## src/rtl/prim_ram_fifo_pkg.sv

```systemverilog
`default_nettype none
// +--------------------------------------------------------------------------+
// | prim_ram_fifo_pkg: shared types/helpers for the two-port RAM FIFO ctrl   |
// | Rev 1.0                                                                  |
// +--------------------------------------------------------------------------+
package prim_ram_fifo_pkg;

    localparam int OStageDepth = 2;

    typedef logic [1:0] ostage_cnt_t;

    // Pointer advance with explicit wrap so non-power-of-two depths work.
    function automatic logic [31:0] ptr_inc(input logic [31:0] ptr, input logic [31:0] depth);
        ptr_inc = (ptr == depth - 32'd1) ? 32'd0 : ptr + 32'd1;
    endfunction

endpackage
`default_nettype wire

```

## src/rtl/prim_ram_fifo_ostage.sv

```systemverilog
`default_nettype none
// +--------------------------------------------------------------------------+
// | prim_ram_fifo_ostage: 2-entry registered output buffer, head at slot 0   |
// | Rev 1.0                                                                  |
// +--------------------------------------------------------------------------+
module prim_ram_fifo_ostage
    import prim_ram_fifo_pkg::*;
#(
    parameter int Width = 32
) (
    input  logic             clk_i,
    input  logic             rst_ni,
    input  logic             i_clr,
    input  logic             i_in_valid,
    input  logic [Width-1:0] i_in_data,
    input  logic             i_pop,
    output ostage_cnt_t      o_cnt,
    output logic [Width-1:0] o_head
);

    ostage_cnt_t      r_cnt;
    ostage_cnt_t      w_cnt_nxt;
    ostage_cnt_t      w_wr_idx;
    logic [Width-1:0] r_d0;
    logic [Width-1:0] r_d1;
    logic [Width-1:0] w_d0_nxt;
    logic [Width-1:0] w_d1_nxt;

    // Pop shifts first, then the incoming word lands at the post-pop tail.
    always_comb begin
        w_d0_nxt  = r_d0;
        w_d1_nxt  = r_d1;
        w_cnt_nxt = r_cnt;
        w_wr_idx  = r_cnt;
        if (i_pop) begin
            w_d0_nxt  = r_d1;
            w_cnt_nxt = r_cnt - 2'd1;
            w_wr_idx  = r_cnt - 2'd1;
        end
        if (i_in_valid) begin
            if (w_wr_idx == 2'd0) begin
                w_d0_nxt = i_in_data;
            end else begin
                w_d1_nxt = i_in_data;
            end
            w_cnt_nxt = w_cnt_nxt + 2'd1;
        end
    end

    always_ff @(posedge clk_i or negedge rst_ni) begin
        if (!rst_ni) begin
            r_cnt <= '0;
            r_d0  <= '0;
            r_d1  <= '0;
        end else if (i_clr) begin
            r_cnt <= '0;
            r_d0  <= '0;
            r_d1  <= '0;
        end else begin
            r_cnt <= w_cnt_nxt;
            r_d0  <= w_d0_nxt;
            r_d1  <= w_d1_nxt;
        end
    end

    assign o_cnt  = r_cnt;
    assign o_head = r_d0;

endmodule
`default_nettype wire

```

## src/rtl/prim_ram_2p_fifo_ctrl.sv

```systemverilog
`default_nettype none
// +--------------------------------------------------------------------------+
// | prim_ram_2p_fifo_ctrl: FIFO controller for a 1W/1R RAM with 2-entry      |
// | prefetching output stage. Optional PRIM_RAM_FIFO_BYPASS_EN macro lets    |
// | pushes into an empty FIFO skip the RAM.                 Rev 1.0          |
// +--------------------------------------------------------------------------+
module prim_ram_2p_fifo_ctrl
    import prim_ram_fifo_pkg::*;
#(
    parameter  int Width = 32,
    parameter  int Depth = 128,
    localparam int Aw    = $clog2(Depth),
    localparam int DW    = $clog2(Depth + 3)
) (
    input  logic             clk_i,
    input  logic             rst_ni,
    input  logic             clr_i,
    input  logic             wvalid_i,
    output logic             wready_o,
    input  logic [Width-1:0] wdata_i,
    output logic             rvalid_o,
    input  logic             rready_i,
    output logic [Width-1:0] rdata_o,
    output logic [DW-1:0]    depth_o,
    output logic             full_o,
    output logic             ram_a_req_o,
    output logic             ram_a_write_o,
    output logic [Aw-1:0]    ram_a_addr_o,
    output logic [Width-1:0] ram_a_wdata_o,
    output logic             ram_b_req_o,
    output logic             ram_b_write_o,
    output logic [Aw-1:0]    ram_b_addr_o,
    output logic [Width-1:0] ram_b_wdata_o,
    input  logic [Width-1:0] ram_b_rdata_i
);

    localparam int            CW      = $clog2(Depth + 1);
    localparam logic [CW-1:0] c_depth = CW'(Depth);

    logic [Aw-1:0]    r_wptr;
    logic [Aw-1:0]    r_rptr;
    logic [CW-1:0]    r_ram_cnt;
    logic             r_inflight;
    logic [DW-1:0]    r_depth;

    logic             w_full;
    logic             w_ram_empty;
    logic             w_push;
    logic             w_pop;
    logic             w_bypass;
    logic             w_ram_push;
    logic             w_issue;
    logic             w_room;
    logic [2:0]       w_occ;
    logic             w_os_in_valid;
    logic [Width-1:0] w_os_in_data;
    ostage_cnt_t      w_os_cnt;
    logic [Width-1:0] w_os_head;
    logic [Aw-1:0]    w_wptr_nxt;
    logic [Aw-1:0]    w_rptr_nxt;

    assign w_full      = (r_ram_cnt == c_depth);
    assign w_ram_empty = (r_ram_cnt == '0);
    assign wready_o    = !w_full && !clr_i;
    assign w_push      = wvalid_i && wready_o;
    assign w_pop       = (w_os_cnt != '0) && rready_i && !clr_i;

    // Slots already claimed in the output stage, net of this cycle's pop.
    assign w_occ   = {1'b0, w_os_cnt} + {2'b00, r_inflight};
    assign w_room  = (w_occ < (3'(OStageDepth) + {2'b00, w_pop}));
    assign w_issue = !w_ram_empty && w_room && !clr_i;

`ifdef PRIM_RAM_FIFO_BYPASS_EN
    // With nothing queued ahead of it, a push may go straight to the output stage.
    assign w_bypass      = w_push && w_ram_empty && !r_inflight && w_room;
    assign w_os_in_valid = (r_inflight || w_bypass) && !clr_i;
    assign w_os_in_data  = r_inflight ? ram_b_rdata_i : wdata_i;
`else
    assign w_bypass      = 1'b0;
    assign w_os_in_valid = r_inflight && !clr_i;
    assign w_os_in_data  = ram_b_rdata_i;
`endif

    assign w_ram_push = w_push && !w_bypass;

    assign w_wptr_nxt = Aw'(ptr_inc(32'(r_wptr), 32'(Depth)));
    assign w_rptr_nxt = Aw'(ptr_inc(32'(r_rptr), 32'(Depth)));

    always_ff @(posedge clk_i or negedge rst_ni) begin
        if (!rst_ni) begin
            r_wptr     <= '0;
            r_rptr     <= '0;
            r_ram_cnt  <= '0;
            r_inflight <= 1'b0;
            r_depth    <= '0;
        end else if (clr_i) begin
            r_wptr     <= '0;
            r_rptr     <= '0;
            r_ram_cnt  <= '0;
            r_inflight <= 1'b0;
            r_depth    <= '0;
        end else begin
            if (w_ram_push) begin
                r_wptr <= w_wptr_nxt;
            end
            if (w_issue) begin
                r_rptr <= w_rptr_nxt;
            end
            case ({w_ram_push, w_issue})
                2'b10:   r_ram_cnt <= r_ram_cnt + CW'(1);
                2'b01:   r_ram_cnt <= r_ram_cnt - CW'(1);
                default: r_ram_cnt <= r_ram_cnt;
            endcase
            r_inflight <= w_issue;
            // Every entry enters by a push and leaves by a pop, wherever it sits.
            r_depth    <= r_depth + DW'(w_push) - DW'(w_pop);
        end
    end

    prim_ram_fifo_ostage #(
        .Width (Width)
    ) u_ostage (
        .clk_i      (clk_i),
        .rst_ni     (rst_ni),
        .i_clr      (clr_i),
        .i_in_valid (w_os_in_valid),
        .i_in_data  (w_os_in_data),
        .i_pop      (w_pop),
        .o_cnt      (w_os_cnt),
        .o_head     (w_os_head)
    );

    assign rvalid_o = (w_os_cnt != '0);
    assign rdata_o  = w_os_head;
    assign depth_o  = r_depth;
    assign full_o   = w_full;

    assign ram_a_req_o   = w_ram_push;
    assign ram_a_write_o = w_ram_push;
    assign ram_a_addr_o  = r_wptr;
    assign ram_a_wdata_o = wdata_i;

    assign ram_b_req_o   = w_issue;
    assign ram_b_write_o = 1'b0;
    assign ram_b_addr_o  = r_rptr;
    assign ram_b_wdata_o = '0;

endmodule
`default_nettype wire

```

## config.mk

```make
export PLATFORM = sky130hd
export DESIGN_NAME = prim_ram_2p_fifo_ctrl
export DESIGN_NICKNAME = d
export VERILOG_FILES = /design/src/rtl/prim_ram_fifo_pkg.sv /design/src/rtl/prim_ram_fifo_ostage.sv /design/src/rtl/prim_ram_2p_fifo_ctrl.sv
export SDC_FILE = /design/constraint.sdc
export NUM_CORES = 1
export LEC_CHECK = 0
export BUFFER_PORTS_ARGS = -buffer_cell sky130_fd_sc_hd__buf_2
export CAP_MARGIN = 5
export CORE_UTILIZATION = 50
export DETAILED_ROUTE_END_ITERATION = 10
export GPL_TIMING_DRIVEN = 0
export PLACE_DENSITY = 0.88
export SLEW_MARGIN = 10
export SYNTH_ARGS = -nofsm -noshare
export SYNTH_HDL_FRONTEND = slang
export SYNTH_HIERARCHICAL = 1
export SYNTH_SLANG_ARGS = --single-unit
```

## constraint.sdc

```tcl
create_clock -name clk_i -period 3.6 [get_ports clk_i]
set_input_delay 0.9 -clock clk_i [delete_from_list [all_inputs] [get_ports clk_i]]
set_output_delay 0.9 -clock clk_i [all_outputs]
set_load 0.005 [all_outputs]
```

---- Word level (Yosys, flattened, before mapping) ----
Cells that the tools add are included.
storage, ports and cells
  bits of input ports ..................... 69
  register bits after elaboration ......... 97
  output and inout bits ................... 125
  logic and storage cells ................. 63
operators by class
  reduce and logical (&&, ||, !) cells .... 18
  mux-type cells .......................... 20
  add/sub/neg operators ................... 10
  magnitude comparators ................... 1
  equal/unequal tests ..................... 6
operators with widths
  kind                   number
  $mux W32               7
  $mux W7                6
  $mux W8                2
  $pmux W8 S2            1
  $add A7 B1 Y7 const B  2
  $eq A7 B7 Y1 const B   2
  $add A8 B1 Y8          1
  $add A8 B1 Y8 const B  1
  $eq A8 B8 Y1 const B   1
  $logic_not A8 Y1       1
  $reduce_bool A2 Y1     4
  $sub A8 B1 Y8          1
  $sub A8 B1 Y8 const B  1
  $logic_and A1 B1 Y1    7
  $mux W2                3
  $add A2 B1 Y3          1
  $add A2 B1 Y3 const A  1
  $logic_not A1 Y1       3
  $lt A3 B3 Y1           1
  $reduce_bool A3 Y1     1
  $add A2 B1 Y2 const B  1
  $eq A2 B1 Y1 const B   1
  $eq A2 B2 Y1 const B   1
  $logic_not A2 Y1       1
  other kinds (4)        4

---- Longest topological paths before layout ----
Gate-level depths: netlist of run 1.
  depth after elaboration ................. 10
  mapped depth ............................ 13
  gate-level depth less buffers ........... 12

---- Modules after synthesis ----
The synthesis of run 1 kept the hierarchy.
by module, submodules not included
  module                 area each (um^2)  seq. area each (um^2)  cells an instance  times used
  prim_ram_fifo_ostage   3714.8            1651.6                 307                1
  prim_ram_2p_fifo_ctrl  2663.8            775.7                  306                1

---- Worst setup path after synthesis of run 1 ----
No wires, ideal clock.
  path kind ............................... input port to flip-flop
  start point ............................. input port clr_i
  end point ............................... register r_ram_cnt[7]
  setup time .............................. 0.133 ns
  cell stages on the path ................. 12
  path slack .............................. 0.109 ns
  arrival time ............................ 3.359 ns
  data required time ...................... 3.467 ns
  buffers on the path ..................... 2
  cells stage by stage .................... buf_2 -> inv_2 -> a41o_1 -> buf_6 -> nand2_1 -> nor3_1 -> ha_1 -> a211oi_1 -> o21ai_0 -> nand3_1 -> mux2i_1 -> o211ai_1
on the way
  word-level cells in the longest chain between the ends .. 9
  elaborated cells on any way between the ends .. 13
  classes of those cells .................. 1 x add/sub; 1 x order compare; 2 x eq/ne; 2 x mux; 7 x reduce/logical
ends and longest elaborated chain
  item                                          RTL line                                                                               RTL
  start, declared                               prim_ram_2p_fifo_ctrl.sv:17                                                            input logic clr_i,
  $logic_not A1 Y1                              prim_ram_2p_fifo_ctrl.sv:64, prim_ram_2p_fifo_ctrl.sv:66, prim_ram_2p_fifo_ctrl.sv:71
  $logic_and A1 B1 Y1                           prim_ram_2p_fifo_ctrl.sv:66                                                            assign w_pop = (w_os_cnt != '0) && rready_i && !clr_i;
  $add A2 B1 Y3                                 prim_ram_2p_fifo_ctrl.sv:70                                                            assign w_room = (w_occ < (3'(OStageDepth) + {2'b00, w_pop}));
  $lt A3 B3 Y1                                  prim_ram_2p_fifo_ctrl.sv:70
  $logic_and A1 B1 Y1 (2 in a row)              prim_ram_2p_fifo_ctrl.sv:71                                                            assign w_issue = !w_ram_empty && w_room && !clr_i;
  $eq A2 B1 Y1 or $eq A2 B2 Y1 (tied branches)  prim_ram_2p_fifo_ctrl.sv:109                                                           case ({w_ram_push, w_issue})
  $pmux W8 S2                                   prim_ram_2p_fifo_ctrl.sv:109
  $mux W8                                       prim_ram_2p_fifo_ctrl.sv:96                                                            end else if (clr_i) begin
  end signal, assigned                          prim_ram_2p_fifo_ctrl.sv:110                                                           2'b10: r_ram_cnt <= r_ram_cnt + CW'(1);
  end signal, assigned                          prim_ram_2p_fifo_ctrl.sv:111                                                           2'b01: r_ram_cnt <= r_ram_cnt - CW'(1);
  end signal, assigned                          prim_ram_2p_fifo_ctrl.sv:112                                                           default: r_ram_cnt <= r_ram_cnt;
  end, declared                                 prim_ram_2p_fifo_ctrl.sv:42                                                            logic [CW-1:0] r_ram_cnt;
Parallel ways exist; a longest one is shown, timed or not.
A chain may end at the register's enable or synchronous reset.

---- Worst setup path in the final report of run 1 ----
  start point ............................. input port wvalid_i
  end point ............................... register r_depth[6] (netlist: depth_o[6])
on the way
  word-level cells in the longest chain between the ends .. 4
ends and longest elaborated chain
  item                  RTL line                      RTL
  start, declared       prim_ram_2p_fifo_ctrl.sv:18   input logic wvalid_i,
  $logic_and A1 B1 Y1   prim_ram_2p_fifo_ctrl.sv:65   assign w_push = wvalid_i && wready_o;
  $add A8 B1 Y8         prim_ram_2p_fifo_ctrl.sv:116  r_depth <= r_depth + DW'(w_push) - DW'(w_pop);
  $sub A8 B1 Y8         prim_ram_2p_fifo_ctrl.sv:116
  $mux W8               prim_ram_2p_fifo_ctrl.sv:96
  end signal, assigned  prim_ram_2p_fifo_ctrl.sv:116
  end, declared         prim_ram_2p_fifo_ctrl.sv:44   logic [DW-1:0] r_depth;
No other way between the ends.

==> impl_results.md, run 1 <==
- Sw Pwr: 0.00182 W
- CTS tree: done
- Postcts setup bufs: 0
- Avg Cell Area, Syn: 10.4 µm²
- Largest family of logic cells by synthesized area: simple AND/OR/NAND/NOR gates
- Slew Limit Fails: 0
- Period minus WS final: 3.40 ns
- Clock group share of total power: 0.197
- TritonCTS Buffers: 9
- DRT Wirelength: 14500 µm
- Simple-Gate Fraction of Synth Area: 0.176
- EDFF count, synth: 0
- DPL Wire Length: 10600 µm
- Largest net degree at the start of global routing: 59
- Most common cell in the netlist: dfrtp_1
- Reg clk slew, reported paths: 0.07 ns
- IO Count: 194
- Seq cells post-synth: 97
- Clk_skew: 0.00871 ns
- Synth top area cells: dfrtp_1 38%, buf_4 8.4%, a211oi_2 5.9%
- Final nets: 874
- Num rows: 40
- Pre-CTS setup slack: -0.485 ns
- GRT overflow: 0
- Adder-Cell Fraction of Synth Area: 0.0435
- Root buffer cell: clkbuf_16
- Worst EP arrival: 3.65 ns
- GRT Util Overall: 0.227
- Internal Power: 0.00279 W
- Mux cell area share after synthesis: 0.0590
- Residual DRC: 0
- Power Dens Cells: 602 mW/mm²
- FMAX: 0.294 GHz
- Sequential area share after synthesis: 0.381
- RePlAce Congestion: 0.860
- Initial antenna violation count: 1
- Initial core utilization: 0.522
- Via/cell ratio: 5.29
- Fin crit share: 0.944
- Clock Sinks: 97
- Wire length per cell: 15.2 µm
- Synth cell types: 62
- Vias in the first global route: 4789
- CP endpoint kind: flop
- Worst hold path class: flop to flop
- Slew HR: 0.472
- DRT Pass-1 Iters: 4
- Post-Syn Instances: 613
- Register Area: 0.00243 mm²
- # fillers: 1023
- Final Hold Vio Count: 0
- Post-synthesis xor/xnor area fraction: 0.0220
- Core Box Area: 0.0122 mm²
- Die X-Extent: 115 µm
- Synth Flop Type: dfrtp_1
- Share of layout cells above drive strength 1: 0.356
- Multi-input gate area: 0.00315 mm²
- Area leader, netlist: dfrtp_1
- WP data required: 3.85 ns
- ANT nets after route: 0
- RSZ-0062 raised after global routing: no
- TNS Setup: 0 ns
- WHS Path Cells: 2
- Yosys warns: 6
- Via count: 5072
- Outcome: finished, final reports clean
- Worst Tran Pin Value: 0.788 ns
- Compound-Gate Fraction of Synth Area: 0.172
- Die Height: 115 µm
- Commonest cells post-synth: 97 x dfrtp_1, 71 x buf_4, 47 x inv_1
- Power share of the combinational group: 0.484
- Die ar.: 0.0132 mm²
- First-pass GRT wire length: 23400 µm
- Max_cap viols: 0
- Max clock buf depth: 2
- Area grow syn2layout: 20.0%
- CTS Hold Bufs: 0
- Switch share: 0.394
- Finish-stage setup viols: 0
- Asr flop ratio synth: 1.00
- CP max FO: 7
- Peak supply drop: 0.305 mV
- Path depth of the worst reg2reg path: 13
- WS Path Type: input port to flop
- Mapped Area: 0.00638 mm²
- Synth top area share: 0.381
- Reg power frac: 0.318
- Final WS setup: 0.202 ns
- Critical Path Source Type: input port
- Latest clock arrival within the worst-skew pair: 0.35 ns
- Drt initial violations: 321
- Port Buffers: 127
- P_leak: 3.75 nW
- H-tree levels: 3
-- kinds of logic after synthesis --
| logic type | count (synthesis) |
|---|---|
| compound gates | 134 |
| xor+xnor | 16 |
| fa+ha+maj | 21 |
| other cells | 1 |
| flops | 97 |
| buf+inv | 155 |
| mux | 37 |
| simple gates | 152 |
-- final cells by class --
type / count / area share
clock inverter: 4 / 0.00376
antenna: 1 / 0.000327
clock buffer: 12 / 0.0322
sequential: 97 / 0.317
buffer: 107 / 0.0982
tap: 168 / 0.0275
timing repair buffer: 128 / 0.0860
multi-input combinational: 393 / 0.412
inverter: 48 / 0.0235
-- worst max-delay path, stage by stage --
cell	delay, ns
buf_2	0.14
inv_1	0.06
a31oi_1	0.59
nand2_1	0.19
ha_1	0.32
inv_1	0.04
ha_1	0.19
fa_1	0.40
a21o_1	0.18
a21o_1	0.20
a21oi_1	0.20
nand4_1	0.12
o211ai_1	0.11
-- final timing paths --
path / startpoint / to / slack [ns]
worst max-delay path: wvalid_i / depth_o[6]$_DFF_PN0_ / 0.20
worst min-delay path: u_ostage/r_d1[18]$_DFFE_PN0P_ / u_ostage/r_d1[18]$_DFFE_PN0P_ / 0.53
worst max register to register: u_ostage/o_cnt[0]$_DFF_PN0_ / r_ram_cnt[5]$_DFFE_PN0P_ / 0.29
worst min register to register: u_ostage/r_d1[18]$_DFFE_PN0P_ / u_ostage/r_d1[18]$_DFFE_PN0P_ / 0.53
max in group asynchronous: rst_ni / u_ostage/r_d1[16]$_DFFE_PN0P_ / 2.28
min in group asynchronous: rst_ni / ram_a_addr_o[1]$_DFFE_PN0P_ / 0.61
-- metal layers --
layer,GRT usage,vias to the layer above,wire length [µm]
li1,-,2458,-
met1,0.302,2418,6510
met2,0.370,182,6970
met3,0.0506,14,861
met4,0.0736,0,189
met5,0,-,0
-- power by group through the flow --
stage	Clock (W)	Combinational (W)	Sequential [W]
4_1_cts	0.000924	0.00222	0.00147
3_3_place_gp	0	0.00215	0.00148
3_5_place_dp	0	0.00220	0.00148
2_1_floorplan	0	0.00163	0.00146
6_report	0.000910	0.00223	0.00147
5_1_grt	0.000985	0.00246	0.00150
-- through the flow --
step | cell area (µm²) | util | power, W | cells | hold WS, ns
after floorplan | 6500 | - | 0.00309 | 645 | 0.502
after global placement | 7340 | 0.601 | 0.00363 | 940 | 0.520
after detailed placement | 7370 | 0.603 | 0.00368 | 941 | 0.522
after CTS | 7650 | 0.626 | 0.00461 | 957 | 0.535
after global routing | 7650 | 0.627 | 0.00494 | 957 | 0.549
final | 7660 | 0.627 | 0.00461 | 958 | 0.532
-- layout by cell type (no fill, tap or decap), types with 5 or more instances in the layout --
master / count
a211oi_1: 5
nand2_1: 12
buf_4: 72
ha_1: 19
xor2_1: 5
o31ai_1: 32
a21oi_1: 25
mux2i_1: 34
nand4bb_1: 32
buf_2: 138
nand3_1: 12
a211oi_2: 30
and3b_1: 32
buf_6: 9
a21o_1: 6
o21ai_0: 14
dfrtp_1: 97
clkbuf_16: 9
nor2_1: 21
conb_1: 33
inv_1: 47
o211ai_1: 5
clkbuf_1: 14
nor3_1: 6
nor2b_1: 6
xnor2_1: 11
-- flip-flops by register name, indices dropped and copies added, names as in the netlist --
name	count
depth_o	8
r_inflight	1
r_ram_cnt	8
ram_a_addr_o	7
ram_b_addr_o	7
u_ostage/o_cnt	2
u_ostage/o_head	32
u_ostage/r_d1	32
-- repair_timing --
action | CTS | global route
resized for setup | 1 | 1
pin swaps | 0 | 0
setup endpoints to repair | 4 | 3
endpoints found under the hold margin | 0 | 0
(Power assumes the default switching activity.)
==> run 2: changes to the inputs <==
--- a/config.mk
+++ b/config.mk
@@ -10,9 +10,8 @@
 export CORE_UTILIZATION = 50
 export DETAILED_ROUTE_END_ITERATION = 10
 export GPL_TIMING_DRIVEN = 0
-export PLACE_DENSITY = 0.88
+export PLACE_DENSITY = 0.9
 export SLEW_MARGIN = 10
 export SYNTH_ARGS = -nofsm -noshare
 export SYNTH_HDL_FRONTEND = slang
-export SYNTH_HIERARCHICAL = 1
 export SYNTH_SLANG_ARGS = --single-unit
==> impl_results.md, run 2 <==
- Finish-stage setup viols: 0
- ANT nets after route: 0
- Die ar.: 0.0115 mm²
- Path depth of the worst reg2reg path: 13
- CP top delay family: compound AO/OA/AOI/OAI gates
- Critical path, cell by cell: or4_4 > o31ai_4 > buf_4 > or2_2 > ha_1 > inv_1 > ha_1 > fa_1 > a21o_1 > a21oi_1 > o21ai_0 > a21oi_1 > mux2_2
- Worst path max stage delay: 0.59 ns
- Worst hold path class: flop to flop
- First-pass GRT wire length: 21000 µm
- Adder-Cell Fraction of Synth Area: 0.0525
- Period minus WS final: 3.47 ns
- Sequential area share after synthesis: 0.439
- Synth top area share: 0.439
- Root buffer cell: clkbuf_8
- Placed Area: 0.00650 mm²
- DRT Pass-1 Iters: 5
- Synth cell types: 49
- Area grow syn2layout: 24.0%
- DPL Wire Length: 9460 µm
- Commonest cells post-synth: 97 x dfrtp_1, 76 x nand2_1, 66 x buf_4
- IO Count: 194
- WHS Path Cells: 2
- Initial core utilization: 0.513
- H-tree levels: 3
- WS Path Type: flop to flop
- Overall power: 0.00448 W
- Post-synthesis xor/xnor area fraction: 0.0253
- Final Cell Area: 0.00686 mm²
- Worst EP arrival: 3.74 ns
- Mux cell area share after synthesis: 0.0665
- Reg clk slew, reported paths: 0.10 ns
- Yosys warns: 0
- Most common cell in the netlist: dfrtp_1
- Final Hold Vio Count: 0
- Most common cell after layout, fill and taps aside: buf_2
- Peak supply drop: 0.301 mV
- Residual DRC: 0
- DRT Wirelength: 13400 µm
- Reg2reg start: r_ram_cnt[1]$_DFFE_PN0P_
- Critical Path Source Type: flop
- FMAX: 0.288 GHz
- Synth top area cells: dfrtp_1 44%, buf_4 9.0%, mux2i_1 5.8%
- Worst Tran Pin Value: 0.730 ns
- Area leader, netlist: dfrtp_1
- Most frequent cells in the layout: 129 x buf_2, 94 x dfrtp_1, 77 x buf_4, 75 x nand2_1, 56 x nor2_1
- Max clock buf depth: 2
- Slowest CP cell: or4_4
- Via count: 4855
- Initial antenna violation count: 0
- CTS tree: done
- Worst r2r dst: depth_o[6]$_DFF_PN0_
- CP endpoint kind: flop
- GRT overflow: 0
- Via/cell ratio: 5.25
- Largest family of logic cells by synthesized area: simple AND/OR/NAND/NOR gates
- Diodes inserted: 0
- Die Height: 107 µm
- Simple-Gate Fraction of Synth Area: 0.146
- Fin crit share: 0.965
- Final nets: 871
- WP data required: 3.87 ns
- Largest net degree at the start of global routing: 54
- P_leak: 3.42 nW
- RePlAce Congestion: 0.903
- CP max FO: 6
- Clk_skew: 0.0135 ns
- Mapped Area: 0.00553 mm²
- Max_cap viols: 0
- Compound-Gate Fraction of Synth Area: 0.146
- Latest clock arrival within the worst-skew pair: 0.38 ns
- Core Box Area: 0.0108 mm²
- Wire length per cell: 14.5 µm
- Slew HR: 0.508
- Crit path buf inv count: 2
- Vias in the first global route: 4425
- Slew Limit Fails: 0
- EDFF count, synth: 0
- Seq cells post-synth: 97
- Synth Flop Type: dfrtp_1
- Share of layout cells above drive strength 1: 0.320
- Avg Cell Area, Syn: 9.22 µm²
- Num rows: 38
- Die X-Extent: 107 µm
- Outcome: finished, final reports clean
- Power Dens Cells: 653 mW/mm²
- Flop2flop setup slack: 0.13 ns
- Post-Syn Instances: 600
- TritonCTS Buffers: 9
- Asr flop ratio synth: 1.00
- Min-delay src: u_ostage.r_d1[26]$_DFFE_PN0P_
- Drt initial violations: 298
- Clock Sinks: 97
- Port Buffers: 127
- GRT Util Overall: 0.233
- Hold EP: u_ostage.r_d1[26]$_DFFE_PN0P_
run 2: stage by stage:
step	std cells	utilization	setup TNS (ns)	worst slack (ns)	hold WS, ns
after CTS	919	0.627	0	0.0139	0.531
after detailed placement	900	0.602	-2.05	-0.648	0.517
after global routing	925	0.636	-0.0574	-0.0293	0.545
final	925	0.636	0	0.127	0.529
after floorplan	632	-	-0.0725	-0.0725	0.501
after global placement	899	0.599	-1.80	-0.596	0.510
run 2: power breakdown:
group          total [W]  switching [W]  internal, W  leakage (nW)
combinational    0.00214        0.00120     0.000948          1.99
clock           0.000789       0.000446     0.000344         0.111
sequential       0.00155       0.000188      0.00136          1.32
run 2: what timing repair did:
action / in CTS / in global routing
pin swaps: 2 / 2
hold buffers: 0 / 0
endpoints found under the setup margin: 6 / 5
buffers inserted: 3 / 6
resized for setup: 10 / 11
endpoints found under the hold margin: 0 / 0
cloned: 0 / 0
run 2: worst min-delay path, stage by stage (launching register included):
cell and delay (ns):
dfrtp_1 0.39, nand2_1 0.06, a21oi_1 0.06
run 2: logic make-up (layout without fill, tap and decap cells):
logic type      count (synthesis)  in the layout
simple gates                  184            184
compound gates                128            128
buf+inv                       116            269
flops                          97             97
mux                            36             36
fa+ha+maj                      22             22
xor+xnor                       16             16
other cells                     1             33
run 2: metal layers:
layer / part of all wire / global-route usage
met1: 0.42 / 0.306
met2: 0.50 / 0.393
met3: 0.064 / 0.0438
met4: 0.012 / 0.0616
met5: 0 / 0
run 2: worst max-delay path by stage:
stage,depth (start not counted),slack (ns),end,startpoint
global route,13,-0.03,depth_o[6]$_DFF_PN0_,r_ram_cnt[0]$_DFFE_PN0P_
global placement,13,-0.60,r_ram_cnt[5]$_DFFE_PN0P_,clr_i
finish,13,0.13,depth_o[6]$_DFF_PN0_,r_ram_cnt[1]$_DFFE_PN0P_
floorplan,12,-0.07,r_ram_cnt[5]$_DFFE_PN0P_,clr_i
detailed placement,13,-0.65,r_ram_cnt[5]$_DFFE_PN0P_,clr_i
CTS,13,0.01,depth_o[6]$_DFF_PN0_,r_ram_cnt[0]$_DFFE_PN0P_
run 2: final cells by class:
type	count	area [µm²]
Timing Repair Buffer	137	733
Inverter	18	67.6
Tap cell	140	175
Sequential cell	97	2430
Clock buffer	9	124
Clock inverter	7	95.1
Buffer	98	639
Multi-Input combinational cell	419	2590
Fill cell	891	3930
